File: config.mk
export PLATFORM = sky130hd
export DESIGN_NAME = blur_window_feeder
export DESIGN_NICKNAME = d
export VERILOG_FILES = /design/src/rtl/blur_window_feeder.sv
export SDC_FILE = /design/constraint.sdc
export NUM_CORES = 1
export LEC_CHECK = 0
export BUFFER_PORTS_ARGS = -buffer_cell sky130_fd_sc_hd__buf_4
export CORE_ASPECT_RATIO = 0.5
export CORE_MARGIN = 2
export CORE_UTILIZATION = 30
export DETAILED_ROUTE_END_ITERATION = 7
export PLACE_DENSITY = 0.55
export SYNTH_ARGS = -nofsm -noshare
export SYNTH_HDL_FRONTEND = slang
export SYNTH_SLANG_ARGS = --single-unit
File: constraint.sdc
create_clock -name clk -period 1.85 [get_ports clk]
set_input_delay 0.185 -clock clk [delete_from_list [all_inputs] [get_ports clk]]
set_output_delay 0.185 -clock clk [all_outputs]
set_load 0.01 [all_outputs]
File: src/rtl/blur_window_feeder.sv
// Row front-end for the 5-tap blur engine: builds a sliding 5-pixel window, issues it to the engine
// and streams back one result per pixel. Define BLUR_EDGE_REPLICATE_EN for clamped edges.
module blur_window_feeder #(
   parameter int unsigned ROW_WIDTH  = 640,
   parameter int unsigned COUNT_BITS = 10
) (
   input  logic       clk,
   input  logic       n_rst,
   input  logic       in_valid,
   input  logic [7:0] in_pixel,
   output logic       in_ready,
   output logic       blur_en,
   output logic [7:0] blur_pixels [5],
   input  logic       blur_final,
   input  logic [7:0] blur_result,
   output logic       out_valid,
   output logic [7:0] out_pixel,
   input  logic       out_ready,
   output logic       row_done
);

   typedef enum logic [2:0] {
      StIdle, StPrime, StIssue, StWait, StOutput, StFetch, StFlush
   } state_e;

   localparam logic [COUNT_BITS-1:0] RowLen   = COUNT_BITS'(ROW_WIDTH);
   localparam logic [COUNT_BITS-1:0] RowLast  = COUNT_BITS'(ROW_WIDTH - 1);
   localparam logic [COUNT_BITS-1:0] CntOne   = COUNT_BITS'(1);
   localparam logic [COUNT_BITS-1:0] CntPrime = COUNT_BITS'(2);

   state_e                state_q, state_d;
   logic [7:0]            win_q [5];
   logic [7:0]            win_d [5];
   logic [7:0]            win_shift [5];
   logic [COUNT_BITS-1:0] in_cnt_q, in_cnt_d;
   logic [COUNT_BITS-1:0] out_cnt_q, out_cnt_d;
   logic [7:0]            out_pixel_q, out_pixel_d;
   logic [7:0]            fill_pix, edge_pix, shift_in;

`ifdef BLUR_EDGE_REPLICATE_EN
   assign fill_pix = in_pixel;
   assign edge_pix = win_q[4];
`else
   assign fill_pix = 8'd0;
   assign edge_pix = 8'd0;
`endif

   // FLUSH pads past the row end; every other shift takes the incoming pixel.
   assign shift_in = (state_q == StFlush) ? edge_pix : in_pixel;

   always_comb begin
      for (int i = 0; i < 4; i++) begin
         win_shift[i] = win_q[i + 1];
      end
      win_shift[4] = shift_in;
   end

   always_comb begin
      state_d     = state_q;
      win_d       = win_q;
      in_cnt_d    = in_cnt_q;
      out_cnt_d   = out_cnt_q;
      out_pixel_d = out_pixel_q;
      in_ready    = 1'b0;
      blur_en     = 1'b0;
      out_valid   = 1'b0;
      row_done    = 1'b0;
      unique case (state_q)
         StIdle: begin
            in_ready = 1'b1;
            if (in_valid) begin
               win_d    = '{fill_pix, fill_pix, fill_pix, fill_pix, in_pixel};
               in_cnt_d = CntOne;
               state_d  = StPrime;
            end
         end
         StPrime: begin
            in_ready = 1'b1;
            if (in_valid) begin
               win_d    = win_shift;
               in_cnt_d = in_cnt_q + CntOne;
               if (in_cnt_q == CntPrime) begin
                  state_d = StIssue;
               end
            end
         end
         StIssue: begin
            blur_en = 1'b1;
            state_d = StWait;
         end
         StWait: begin
            if (blur_final) begin
               out_pixel_d = blur_result;
               state_d     = StOutput;
            end
         end
         StOutput: begin
            out_valid = 1'b1;
            if (out_ready) begin
               out_cnt_d = out_cnt_q + CntOne;
               if (out_cnt_q == RowLast) begin
                  row_done  = 1'b1;
                  out_cnt_d = '0;
                  in_cnt_d  = '0;
                  state_d   = StIdle;
               end else if (in_cnt_q < RowLen) begin
                  state_d = StFetch;
               end else begin
                  state_d = StFlush;
               end
            end
         end
         StFetch: begin
            in_ready = 1'b1;
            if (in_valid) begin
               win_d    = win_shift;
               in_cnt_d = in_cnt_q + CntOne;
               state_d  = StIssue;
            end
         end
         StFlush: begin
            win_d   = win_shift;
            state_d = StIssue;
         end
         default: state_d = StIdle;
      endcase
   end

   always_ff @(posedge clk or negedge n_rst) begin
      if (!n_rst) begin
         state_q     <= StIdle;
         win_q       <= '{default: 8'd0};
         in_cnt_q    <= '0;
         out_cnt_q   <= '0;
         out_pixel_q <= 8'd0;
      end else begin
         state_q     <= state_d;
         win_q       <= win_d;
         in_cnt_q    <= in_cnt_d;
         out_cnt_q   <= out_cnt_d;
         out_pixel_q <= out_pixel_d;
      end
   end

   assign blur_pixels = win_q;
   assign out_pixel   = out_pixel_q;

endmodule
Yosys cells after proc, flatten, opt, wreduce, memory -nomap -nowiden
Cells that the tools add are included.
Word-level totals
  memories: 0
  latch bits: 0
  ROM bits: 0
  register bits after elaboration: 71
  output and inout port bits: 52
  input port bits: 21
  memory bits (writable): 0
Cells by class
  equality and inequality tests: 16
  order comparisons: 1
  shift operators: 0
  div/mod/pow operators: 0
  add/subtract/negate cells: 2
  bitwise operators: 0
  mux-type cells: 25
  reductions and logical operators: 10
  $mul: 0
Operator list (count)
  $pmux W40 S3: 1
  $mux W40: 2
  $mux W10: 5
  $pmux W10 S3: 1
  $mux W3: 7
  $pmux W3 S7: 1
  $add A10 B1 Y10 const B: 2
  $ne A2 B2 Y1 const B: 7
  $eq A10 B10 Y1 const B: 1
  $eq A10 B2 Y1 const B: 1
  $lt A10 B10 Y1 const B: 1
  $eq A3 B3 Y1 const B: 3
  $mux W8: 1
  $eq A3 B2 Y1 const B: 2
  $mux W1: 6
  $reduce_and A6 Y1: 1
  $reduce_bool A3 Y1: 2
  $reduce_and A5 Y1: 1
  $reduce_and A2 Y1: 2
  $eq A3 B1 Y1 const B: 1
  $logic_not A3 Y1: 1
  $reduce_and A3 Y1: 1
  $reduce_or A3 Y1: 1
  $mux W2: 1
  other kinds (2): 2

Depth between registers and ports, before layout
  depth in word-level cells: 5
  gate-level depth with buffers: 7
  depth with buffers taken out: 7

Worst setup path before layout
No wires, ideal clock.
  path kind: register to register
  start point: register out_cnt_q[7]
  end point: register in_cnt_q[4]
  slack: -0.084 ns
  stages on the path, launching flop included: 6
  arrival time: 1.865 ns
  clock period less this slack: 1.934 ns
  buffers on the path: 0
  cell sequence: dfrtp_1 > or3b_4 > nor4_4 > nor2_2 > or4_1 > nand3_1
On the way
  cells in the longest elaborated chain, start to end: 3
RTL lines
  from (decl): RTL line 36  | logic [COUNT_BITS-1:0] out_cnt_q, out_cnt_d;
  from (signal assigned): RTL line 140  | out_cnt_q <= out_cnt_d;
  $eq A10 B10 Y1: RTL line 101  | if (out_cnt_q == RowLast) begin
  $ne A2 B2 Y1 (no source line)
  $reduce_and A5 Y1 (no source line)
  to (signal assigned): RTL line 139  | in_cnt_q <= in_cnt_d;
  to (decl): RTL line 35  | logic [COUNT_BITS-1:0] in_cnt_q, in_cnt_d;
No other way between the ends.
A chain may end at the register's enable or synchronous reset.

Worst setup path after layout
  start point: register out_cnt_q[7]
  end point: output port row_done
On the way
  cells in the longest elaborated chain, start to end: 4
RTL lines
  $eq A10 B10 Y1: RTL line 101
  $mux W1: RTL line 101
  $mux W1: RTL line 99  | if (out_ready) begin
  $mux W1: RTL line 68  | unique case (state_q)
  to (decl): RTL line 19  | output logic row_done
No other way between the ends.

==> results.md <==
- Critical path class: register to output port
- Clock slew at reported path FFs: 0.06 ns
- Initial antenna violation count: 0
- Achievable Freq: 559 MHz
- Design area: 4240 um2
- DRC violation count after routing: 0
- First-pass GRT wire length: 11.5 mm
- Post-synthesis sequential area ratio: 58.5%
- Rows: 25
- Final #Nets: 388
- Ys async rst share: 100%
- Vias in the first global route: 2335
- Highest ir drop seen on vdd: 0.493 mV
- Worst EP required: 1.66 ns
- H-tree depth: 3
- Area grow syn2layout: 39.5%
- Total power: 0.00735 W
- I/O Pins: 73
- Ant. Diodes: 0
- Cell with the most instances after synthesis: dfrtp_1
- EDFF count, synth: 0
- Total GRT Usage: 13.4%
- Crit path arrival time: 1.61 ns
- Number of CTS-inserted buffers: 9
- Drt total wl: 7.17 mm
- Core area: 9630 um2
- Routed Antenna Nets: 0
- Synth cell types: 37
- Input/output buffers: 72
- Minimum clock period: 1.79 ns
- Starting Density: 31.5%
- Cell Area, Placed: 3830 um2
- Root buf cell: clkbuf_16
- Area leader, netlist: dfrtp_1
- Hold Vio Cnt, Final: 0
- Die extent in y: 75.2 um
- Tcrit/Tclk final: 96.8%
- Clock latency on the worst-skew pair: 0.33 ns
- Syn_area_per_cell: 11.0 um2
- Max Cap Viol: 0
- Mapped Nets: 300
- Hpwl dp: 5.04 mm
- CP endpoint kind: output port
- GP Congestion: 0.768
- Ratio of cells with drive above 1 in the final layout: 33.6%
- Yosys warning count: 0
- CTS tree: built
- Yosys top cell area share: 58.5%
- Final setup vio count: 0
- Fin util: 44.0%
- Crit path launch type: register
- Crit path cell chain: or3b_4, nor4_4, buf_4, buf_6
- Fin Clk Skew: 0.00572 ns
- Max_slew headroom: 64.9%
- Pwr Density: 1740 nW/um2
- Starting DRT DRC Count: 150
- DRT Pass-1 Iters: 4
- RSZ-0062 raised after global routing: yes
- Worst-margin pin slew: 0.522 ns
- Routed via count: 2464
- Critical-path top delay cell: dfrtp_2
- # fillers: 914
- Status: finished, final reports clean
- Hold slack: 0.0861 ns
- Seq cells post-synth: 71
- Die ar.: 11000 um2
- Mapped cell area: 3040 um2
- Die width: 146 um
- Synth Instances: 276
- Dominant cells by area after synthesis: dfrtp_1 (58%), a22o_1 (9.2%), nand2_1 (4.6%), mux2_2 (3.3%), a21oi_1 (2.1%)
- Pleak: 2.01 nW
- Slew Limit Fails: 0
- Clock Path Buffers: 2
- Final TNS setup: 0 ns
- Crit Path Max Fanout: 6
- Worst path max stage delay: 0.43 ns
- Post-synth top cells: dfrtp_1 (71), nand2_1 (37), a22o_1 (32)
- Largest net degree at the start of global routing: 41
- Worst Hold Class: input pin to register
- Post-synth top flop: dfrtp_1
- Grt ovf: 0
- Routed WL per cell: 14.2 um
- Drt via density: 4.89
- Clk sink count: 71
-- per-layer routing --
layer	track usage, %	part of all wire [%]
met1	16.2	45
met4	5.18	1.4
met5	0	0
met3	4.97	4.6
met2	22.6	49
-- repair_timing --
action                                  4_1_cts  5_1_grt
endpoints found under the setup margin        1        4
pin swaps                                     0        0
hold buffers                                  1        0
hold endpoints to repair                     31        0
setup buffers                                 2        1
gates resized for setup                       0        4
-- where the power goes --
part	internal [W]	leakage, nW	switching, W
Clock	0.00135	0.168	0.000632
Combinational	0.00143	0.915	0.00126
Sequential	0.00217	0.927	0.000507
Total	0.00495	2.01	0.00240
-- logic make-up (layout without fill, tap and decap cells) --
group / Yosys count / count (layout) / share of synthesized area, %
xor+xnor: 5 / 5 / 1.44
fa+ha+maj: 3 / 3 / 1.24
flops: 71 / 71 / 58.5
buf+inv: 17 / 110 / 2.27
mux: 9 / 9 / 3.34
compound gates: 75 / 75 / 17.3
simple gates: 96 / 96 / 16.0
-- critical path, delay by kind of cell (launching register included) --
family                 cells  cell delay, ns
AND/OR/NAND/NOR            2            0.59
buffers and inverters      2            0.26
flip-flops                 1            0.43
-- final timing paths --
kind | slack, ns | depth (start not counted) | startpoint | endpoint
worst max-delay path | 0.06 | 4 | out_cnt_q[7]$_DFFE_PN0P_ | row_done
worst min-delay path | 0.09 | 2 | blur_result[7] | out_pixel[7]$_DFFE_PN0P_
worst max register to register | 0.13 | 6 | out_cnt_q[7]$_DFFE_PN0P_ | out_cnt_q[7]$_DFFE_PN0P_
worst min register to register | 0.48 | 1 | out_cnt_q[6]$_DFFE_PN0P_ | out_cnt_q[6]$_DFFE_PN0P_
max in group asynchronous | 0.96 | 3 | n_rst | blur_pixels[32]$_DFFE_PN0P_
min in group asynchronous | 0.35 | 2 | n_rst | in_cnt_q[5]$_DFFE_PN0P_
-- area by class of cell --
| class | instances | area [um2] | share of cell area [%] |
|---|---|---|---|
| Timing Repair Buffer | 91 | 714 | 16.9 |
| Sequential cell | 71 | 1780 | 42.0 |
| Inverter | 3 | 11.3 | 0.266 |
| Clock buffer | 10 | 239 | 5.64 |
| Clock inverter | 6 | 108 | 2.54 |
| Tap cell | 135 | 169 | 3.99 |
| Multi-Input combinational cell | 188 | 1220 | 28.8 |
-- cell usage in the layout (no fill, tap or decap), types with 3 or more instances in the layout --
cell,count
buf_4,87
dfrtp_1,70
nand2_1,37
a22o_1,32
nor2_1,16
a21oi_1,13
o21ai_0,11
nor3_1,9
mux2_2,9
clkbuf_16,9
nand3_1,6
nand4_1,6
o21ai_1,6
a31oi_1,5
inv_1,3
o31ai_1,3
or4_1,3
xnor2_1,3
bufinv_16,3
-- flip-flops by register name, indices dropped and copies added (netlist names) --
register     flops
blur_pixels     40
in_cnt_q        10
out_cnt_q       10
out_pixel        8
state_q          3
-- through the flow --
| stage | worst slack [ns] | cells |
|---|---|---|
| 2_1_floorplan | 0.00860 | 276 |
| 3_3_place_gp | 0.151 | 484 |
| 3_5_place_dp | 0.112 | 484 |
| 4_1_cts | 0.0191 | 503 |
| 5_1_grt | -0.0504 | 504 |
| 6_report | 0.0598 | 504 |
(Power assumes the default switching activity.)
